===== src/rtl/alu_req_ctrl.sv =====
// alu_req_ctrl: single-outstanding request/response front end for the
// registered ALU datapath. Drives the ALU from held operand registers,
// absorbs the ALU's one-cycle result latency and rejects illegal ops locally.
module alu_req_ctrl #(
  parameter int unsigned Bits = 4
) (
  input  logic            clk,
  input  logic            reset,
  input  logic            req_val,
  output logic            req_rdy,
  input  logic [Bits-1:0] req_a,
  input  logic [Bits-1:0] req_b,
  input  logic [1:0]      req_op,
  output logic            resp_val,
  input  logic            resp_rdy,
  output logic [Bits-1:0] resp_result,
  output logic            resp_err,
  output logic [Bits-1:0] alu_a,
  output logic [Bits-1:0] alu_b,
  output logic [1:0]      alu_op,
  input  logic [Bits-1:0] alu_result,
  output logic [7:0]      ops_done
);

  typedef enum logic [1:0] {
    OP_ADD   = 2'd0,
    OP_SUB   = 2'd1,
    OP_SHIFT = 2'd2,
    OP_BAD   = 2'd3
  } op_t;

  typedef enum logic [1:0] {
    IDLE  = 2'd0,
    ISSUE = 2'd1,
    WAIT  = 2'd2,
    RESP  = 2'd3
  } state_t;

  state_t          state;
  logic [Bits-1:0] a_reg;
  logic [Bits-1:0] b_reg;
  logic [1:0]      op_reg;
  logic [Bits-1:0] result_reg;
  logic            err_reg;

  // Transaction sequencer: accept, issue to ALU, collect result, respond.
  always_ff @(posedge clk) begin
    if (!reset) begin
      state      <= IDLE;
      a_reg      <= '0;
      b_reg      <= '0;
      op_reg     <= '0;
      result_reg <= '0;
      err_reg    <= 1'b0;
      ops_done   <= '0;
    end else begin
      case (state)
        IDLE: begin
          if (req_val) begin
            if (req_op == OP_BAD) begin
              // Illegal op never reaches the ALU: operand regs keep the
              // previous legal operation.
              result_reg <= '0;
              err_reg    <= 1'b1;
              state      <= RESP;
            end else begin
              a_reg  <= req_a;
              b_reg  <= req_b;
              op_reg <= req_op;
              state  <= ISSUE;
            end
          end
        end
        ISSUE: begin
          state <= WAIT;
        end
        WAIT: begin
          result_reg <= alu_result;
          err_reg    <= 1'b0;
          state      <= RESP;
        end
        RESP: begin
          if (resp_rdy) begin
            ops_done <= ops_done + 8'd1;
            state    <= IDLE;
          end
        end
        default: begin
          state <= IDLE;
        end
      endcase
    end
  end

  // Handshake and datapath outputs decode held state only.
  always_comb begin
    req_rdy     = (state == IDLE);
    resp_val    = (state == RESP);
    resp_result = result_reg;
    resp_err    = err_reg;
    alu_a       = a_reg;
    alu_b       = b_reg;
    alu_op      = op_reg;
  end

endmodule


===== config.mk =====
export PLATFORM = sky130hd
export DESIGN_NAME = alu_req_ctrl
export DESIGN_NICKNAME = d
export VERILOG_FILES = /design/src/rtl/alu_req_ctrl.sv
export SDC_FILE = /design/constraint.sdc
export NUM_CORES = 1
export LEC_CHECK = 0
export ABC_AREA = 0
export CAP_MARGIN = 30
export CORE_AREA = 2 2 53 55
export DETAILED_ROUTE_END_ITERATION = 8
export DIE_AREA = 0 0 55 57
export GPL_ROUTABILITY_DRIVEN = 0
export PLACE_DENSITY_LB_ADDON = 0.1
export SLEW_MARGIN = 20
export SYNTH_ARGS = -nofsm -noshare
export SYNTH_HDL_FRONTEND = slang
export SYNTH_SLANG_ARGS = --single-unit

===== constraint.sdc =====
create_clock -name clk -period 2.1 [get_ports clk]
set_input_delay 0.21 -clock clk [delete_from_list [all_inputs] [get_ports clk]]
set_output_delay 0.21 -clock clk [all_outputs]
set_load 0.005 [all_outputs]

==> insert_results.sql <==
INSERT INTO impl_metrics (metric_group, metric, value, unit) VALUES
('run_status', 'outcome', 'completed', ''),
('yosys', 'syn_area_per_cell', '8.46', 'um2'),
('worst_setup_path', 'ff2ff_setup_slack', '0.49', 'ns'),
('routing', 'initialDrtViolationCount', '15', ''),
('timing', 'post_route_fraction_of_the_period_consumed_by_the_critical_path', '83.9', '%'),
('worst_setup_path', 'data_arrival_critical_path', '1.55', 'ns'),
('yosys', 'synth-seq-cells', '25', ''),
('die', 'dieWidth', '55', 'um'),
('timing', 'finalHoldViolations', '0', ''),
('worst_setup_path', 'critPathKind', 'flop to primary output', ''),
('yosys', 'netlist_area', '0.00111', 'mm2'),
('yosys', 'synth_flop_cell', 'sky130_fd_sc_hd__dfxtp_1', ''),
('timing', 'timing_worst_slew_pin_value', '0.652', 'ns'),
('pwr', 'worst_ir_drop_vdd', '0.574', 'mV'),
('routing', 'drt_first_pass_iters', '4', ''),
('yosys', 'post-synth-top-count-cell', 'sky130_fd_sc_hd__dfxtp_1', ''),
('pwr', 'power_per_cell_area', '809', 'mW/mm2'),
('global_route', 'grt_pass1_wl', '4270', 'um'),
('timing', 'report.final.setup_viol', '0', ''),
('worst_setup_path', 'timing.critical_path.from_type', 'flop', ''),
('run', 'total_of_max_cap_violations', '0', ''),
('yosys', 'synth_top_cells_by_count', 'sky130_fd_sc_hd__dfxtp_1, sky130_fd_sc_hd__a21oi_1, sky130_fd_sc_hd__nand3_1, sky130_fd_sc_hd__o21ai_0, sky130_fd_sc_hd__nand2_1', ''),
('worst_setup_path', 'r2r_cells', '5', ''),
('clocking', 'cts_resized', '0', ''),
('die', 'die_y_extent', '57', 'um'),
('clocking', 'clk_transition_reported_paths', '0.13', 'ns'),
('clocking', 'post-cts-setup-buffers', '0', ''),
('timing', 'grt_setup_unrepaired', 'no', ''),
('timing', 'finalClockSkew', '0.00267', 'ns'),
('yosys', 'post_synth_main_area_contributors', 'sky130_fd_sc_hd__dfxtp_1, sky130_fd_sc_hd__a21oi_1, sky130_fd_sc_hd__nand3_1', ''),
('final_layout', 'antenna_cells', '0', ''),
('final_layout', 'seqCellArea', '500', 'um2'),
('final_layout', 'fin_nets', '196', ''),
('yosys', 'syn-instance-count', '131', ''),
('routing', 'detail_route.vias_per_cell', '5.54', ''),
('routing', 'post-route-drc-count', '0', ''),
('yosys', 'number_of_warning_messages_in_the_yosys_log', '0', ''),
('die', 'top_level_i_o_count', '43', ''),
('worst_setup_path', 'critical_path_required', '1.89', 'ns'),
('final_layout', 'fillers', '257', ''),
('timing', 'fmax', '0.568', 'GHz'),
('yosys', 'synth_top_area_share', '45.1', '%'),
('global_route', 'gr-total-overflow', '0', ''),
('routing', 'drtAntennaViolNets', '0', ''),
('clocking', 'cts_buffer_depth', '2', ''),
('die', 'initial_utilization', '42.4', '%'),
('min_path', 'hold_path.class', 'input pin to flop', ''),
('worst_setup_path', 'crit-reg2reg-launch', 'state[0]', ''),
('clocking', 'htree_num_levels', '1', ''),
('min_path', 'hold-path-endpoint', 'alu_b[2]', ''),
('global_route', 'maximum_number_of_pins_on_one_net_before_global_route_repair', '22', ''),
('routing', 'avgRoutedWirePerCell', '13.4', 'um'),
('yosys', 'synth_edf_count', '0', ''),
('yosys', 'ys_async_sr_fraction', '0', '%'),
('yosys', 'post-synth-top-area-cell', 'sky130_fd_sc_hd__dfxtp_1', ''),
('clocking', 'worst_skew_pair.late_latency', '0.32', 'ns'),
('placement', 'dpl.hpwl', '1990', 'um'),
('min_path', 'timing.hold.worst.start', 'req_b[2]', ''),
('timing', 'slew_violations', '0', ''),
('timing', 'timing.setup.tns', '0', 'ns'),
('die', 'floorplan.rows', '19', ''),
('die', 'floorplan.die_area', '0.00314', 'mm2'),
('final_layout', 'flow.area_growth_from_synthesis', '42.1', '%'),
('routing', 'num_vias', '1124', ''),
('worst_setup_path', 'end_kind', 'primary output', ''),
('routing', 'finalWirelength', '2720', 'um'),
('worst_setup_path', 'worst-path-max-fanout', '6', ''),
('clocking', 'tritoncts', 'yes', ''),
('timing', 'slew_headroom', '56.5', '%'),
('min_path', 'hold_path_depth', '3', ''),
('yosys', 'mappedNetlistNets', '154', '');
[state kept, by name (all words and copies together), names as in the netlist]
| register | flops |
|---|---|
| resp_result | 4 |
| ops_done | 8 |
| alu_a | 4 |
| resp_err | 1 |
| alu_op | 2 |
| state | 2 |
| alu_b | 4 |
[logic make-up (layout without fill, tap and decap cells)]
group | Yosys count | after routing | share of synthesized area, %
buf+inv | 10 | 51 | 3.39
compound gates | 44 | 44 | 21.7
fa+ha+maj | 5 | 5 | 5.64
flops | 25 | 25 | 45.1
xor+xnor | 2 | 2 | 1.58
mux | 1 | 1 | 0.903
simple gates | 44 | 44 | 21.7
[per-layer routing]
| layer | wire [um] | global-route usage (%) | share of wire [%] | vias to the layer above |
|---|---|---|---|---|
| li1 | - | - | - | 551 |
| met1 | 1170 | 22.3 | 43 | 534 |
| met2 | 1400 | 30.8 | 51 | 35 |
| met3 | 123 | 2.36 | 4.5 | 4 |
| met4 | 32 | 6.97 | 1.2 | 0 |
| met5 | 0 | 0 | 0 | - |
[stage by stage]
step | hold WS (ns) | total power [mW] | std cells | utilization, % | instance area, um2
after floorplan | 0.328 | 0.855 | 131 | - | 1110
after global placement | 0.452 | 1.05 | 199 | 59.2 | 1550
after global routing | 0.456 | 1.36 | 203 | 60.2 | 1580
after CTS | 0.434 | 1.28 | 203 | 60.2 | 1580
after detailed placement | 0.468 | 1.07 | 199 | 59.2 | 1550
final | 0.439 | 1.27 | 203 | 60.2 | 1580
[area by class of cell]
type / count / share of cell area (%)
repair buffers: 42 / 26.7
well taps: 31 / 2.46
flip-flops and latches: 25 / 31.8
inverters: 5 / 1.19
multi-input cells: 96 / 36.2
clock buffers: 4 / 1.67
[where the power goes]
part           internal, mW  switching [mW]
Sequential            0.534          0.0392
Combinational         0.240           0.245
Clock                0.0744           0.142
[worst max path at each step]
| stage | end | depth (start not counted) | start |
|---|---|---|---|
| floorplan | ops_done[7] | 4 | state[1] |
| global placement | ops_done[7] | 4 | resp_rdy |
| detailed placement | ops_done[7] | 4 | resp_rdy |
| CTS | req_rdy | 3 | state[0] |
| global route | req_rdy | 3 | state[0] |
| finish | resp_val | 2 | state[1] |
[layout by cell type (no fill, tap or decap), drive strengths merged]
master and count:
clkdlybuf4s50 42, dfxtp 25, a21oi 23, nand3 14, o21ai 14, nand2 9
inv 5, ha 5, and3 4, o21a 4, clkbuf 4, or3 4
nor2 3, nand4 3, nand2b 2, and2 2, a311oi 2, or2 1
xnor2 1, xor2 1, or2b 1, o31ai 1, or4 1, mux2i 1
[worst max-delay path, cell delays in order (launching register included)]
cell                              delay [ns]
sky130_fd_sc_hd__dfxtp_1                0.41
sky130_fd_sc_hd__ha_1                   0.29
sky130_fd_sc_hd__clkdlybuf4s50_1        0.54
Power figures use the tool's default switching activity.
==> RTL edit, RTL diff (same settings) <==
Encoding of `state_t`: now Gray code (2 bits for 4 states).
--- a/src/rtl/alu_req_ctrl.sv
+++ b/src/rtl/alu_req_ctrl.sv
@@ -30,10 +30,10 @@
   } op_t;
 
   typedef enum logic [1:0] {
-    IDLE  = 2'd0,
-    ISSUE = 2'd1,
-    WAIT  = 2'd2,
-    RESP  = 2'd3
+    IDLE  = 2'b00,
+    ISSUE = 2'b01,
+    WAIT  = 2'b11,
+    RESP  = 2'b10
   } state_t;
 
   state_t          state;
Behaviour: no difference found for any inputs over 10 cycles, from zero or initial values and one cycle with reset low; not proved beyond that.
==> RTL edit against the original RTL <==
First-iteration DRC count grew 27%; final area shrank 0.71%; setup slack lost 230 ps; area after synthesis shrank 0.90%; die area is the same; largest cell class unchanged; critical endpoint unchanged; sequential cell count is the same; critical path depth is the same; count of clock-buffer cells in the layout shrank 1; wire length shrank 6.6%; maximum frequency shrank 11%.
Power is not compared: it rests on default switching activity, and its combinational part moved more than twofold at a synthesized area within 25%.
==> RTL edit: results (changes against the original RTL) <==
* Final Skew at 4.26 ps (was 2.67 ps)
* Antenna violations before repair at 0 (unchanged)
* Post-detailed-routing wire length at 2.55 mm (was 2.72 mm)
* Setup Fix Bufs, Post-CTS at 0 (unchanged)
* Tot GR Track Use at 16.6% (was 18.0%)
* Worst slew pin tran at 622 ps (was 652 ps)
* Synth top area cells: dfxtp_1 46%, a21oi_1 9.1%, o21ai_0 4.6% (was dfxtp_1 45%, a21oi_1 10%, nand3_1 6.3%)
* Synth warn at 0 (unchanged)
* Yosys cell types at 31 (was 25)
* Post-CTS sizing at 0 (unchanged)
* Share of layout cells above drive strength 1 at 8.54% (was 4.65%)
* Max IR drop VDD at 0.301 mV
* Leakage at 0.000560 µW
* Seq/Total Area, Yosys at 45.6% (was 45.1%)
* Status: finished clean (unchanged)
* Post-synth top cells: 25 x dfxtp_1, 20 x a21oi_1, 10 x o21ai_0, 9 x nand3_1, 7 x nand2_1 (was 25 x dfxtp_1, 23 x a21oi_1, 14 x nand3_1, 14 x o21ai_0, 9 x nand2_1)
* Ys async rst share at 0% (unchanged)
* Adder-Cell Fraction of Synth Area at 1.14% (was 5.64%)
* Synth Area in Compound Gates at 19.4% (was 21.7%)
* CTS H-Tree Depth at 1 (unchanged)
* Post-Synth XOR/XNOR Area at 1.59% (was 1.58%)
* Top reg by flops: ops_done (unchanged)
* Largest net degree at the start of global routing at 19 (was 22)
* Clock Tree Buf Depth at 2 (unchanged)
* Post-route antenna net violation count at 0 (unchanged)
* CTS clk-pin slew, worst paths at 140 ps
* Latest clock arrival within the worst-skew pair at 310 ps
* CP Max Fanout at 18 (was 6)
* Worst path arrival time at 1780 ps (was 1550 ps)
* Hpwl dp at 1.85 mm (was 1.99 mm)
* # fillers at 254 (was 257)
* Cts bufs inserted at 3 (unchanged)
* Hold path start: req_a[2] (was req_b[2])
* Post-synthesis mux area share at 5.01% (was 0.903%)
* Vias in the first global route at 953 (was 1020)
* Initial DRC Count at 19 (was 15)
* Mapped Nets at 142 (was 154)
* TritonRoute pass-1 iters at 4 (unchanged)
* Vias/cell at 5.35 (was 5.54)
* Hold/Removal Path Class: in2reg (unchanged)
* Critical Path Source: state[1] (unchanged)
* Global-route wire length before repair at 4.00 mm (was 4.27 mm)
* NumNets Final at 184 (was 196)
* Max reg flops at 8 (unchanged)
-- RTL edit: cell types whose count changed in the layout (fill, tap and decap cells not counted), sizes merged, moves of 3 or more --
cell and delta:
nand3b +5, nor2 +3, o21ai -4, and3 -4, a21oi -3, nor3 +3, nand3 -5, mux2 +4
ha -4
-- RTL edit: report_power, final --
| group | leakage [µW] | internal (µW) | switching (µW) | total, µW |
|---|---|---|---|---|
| clock network | 0.0000177 | 71.1 | 142 | 213 |
| registers | 0.000203 | 497 | 28.0 | 525 |
| logic | 0.000339 | 106 | 65.9 | 171 |
-- RTL edit: path summary, 6_finish.rpt --
check / to / slack [ps] / depth (start not counted)
setup / recovery: resp_val / 110 / 2
setup reg to reg: ops_done[7] / 420 / 3
hold reg to reg: alu_b[3] / 490 / 2
hold / removal: alu_a[2] / 450 / 3
-- RTL edit: final cells by class --
| class | instances | area, µm² | area share (%) |
|---|---|---|---|
| clock buffer | 3 | 22.5 | 1.44 |
| clock inverter | 1 | 5.00 | 0.320 |
| inverter | 3 | 11.3 | 0.720 |
| multi-input combinational | 88 | 551 | 35.2 |
| sequential | 25 | 500 | 32.0 |
| tap | 31 | 38.8 | 2.48 |
| timing repair buffer | 44 | 435 | 27.8 |
-- RTL edit: metal layers --
layer	vias to the layer above	GRT usage [%]	part of all wire (%)	wire, µm
met3	2	3.40	5.2	132
li1	525	-	-	-
met5	-	0	0	0
met1	486	22.9	48	1230
met4	0	3.83	0.51	13
met2	31	26.5	46	1170
-- RTL edit: cell families (layout without fill, tap and decap cells) --
| family | Yosys count | after routing |
|---|---|---|
| AOI/OAI and AO/OA | 38 | 38 |
| adders and majority gates | 1 | 1 |
| xor gates and xnor gates | 2 | 2 |
| muxes | 5 | 5 |
| buffers and inverters | 10 | 51 |
| and+or+nand+nor | 42 | 42 |
| DFF | 25 | 25 |
-- RTL edit: critical path, stage by stage (launching register included) --
cell	delay (ps)
dfxtp_1	740
nor2b_1	210
clkdlybuf4s50_1	510
-- RTL edit: per-stage QoR --
step / setup slack (ps) / cell area (µm²) / instances / power, µW / hold slack (ps)
final: 110 / 1560 / 195 / 909 / 449
after global routing: 9.57 / 1560 / 195 / 952 / 442
after CTS: 103 / 1560 / 195 / 920 / 438
after detailed placement: 433 / 1540 / 191 / 708 / 469
after global placement: 449 / 1540 / 191 / 703 / 463
after floorplan: 807 / 1100 / 123 / 612 / 327
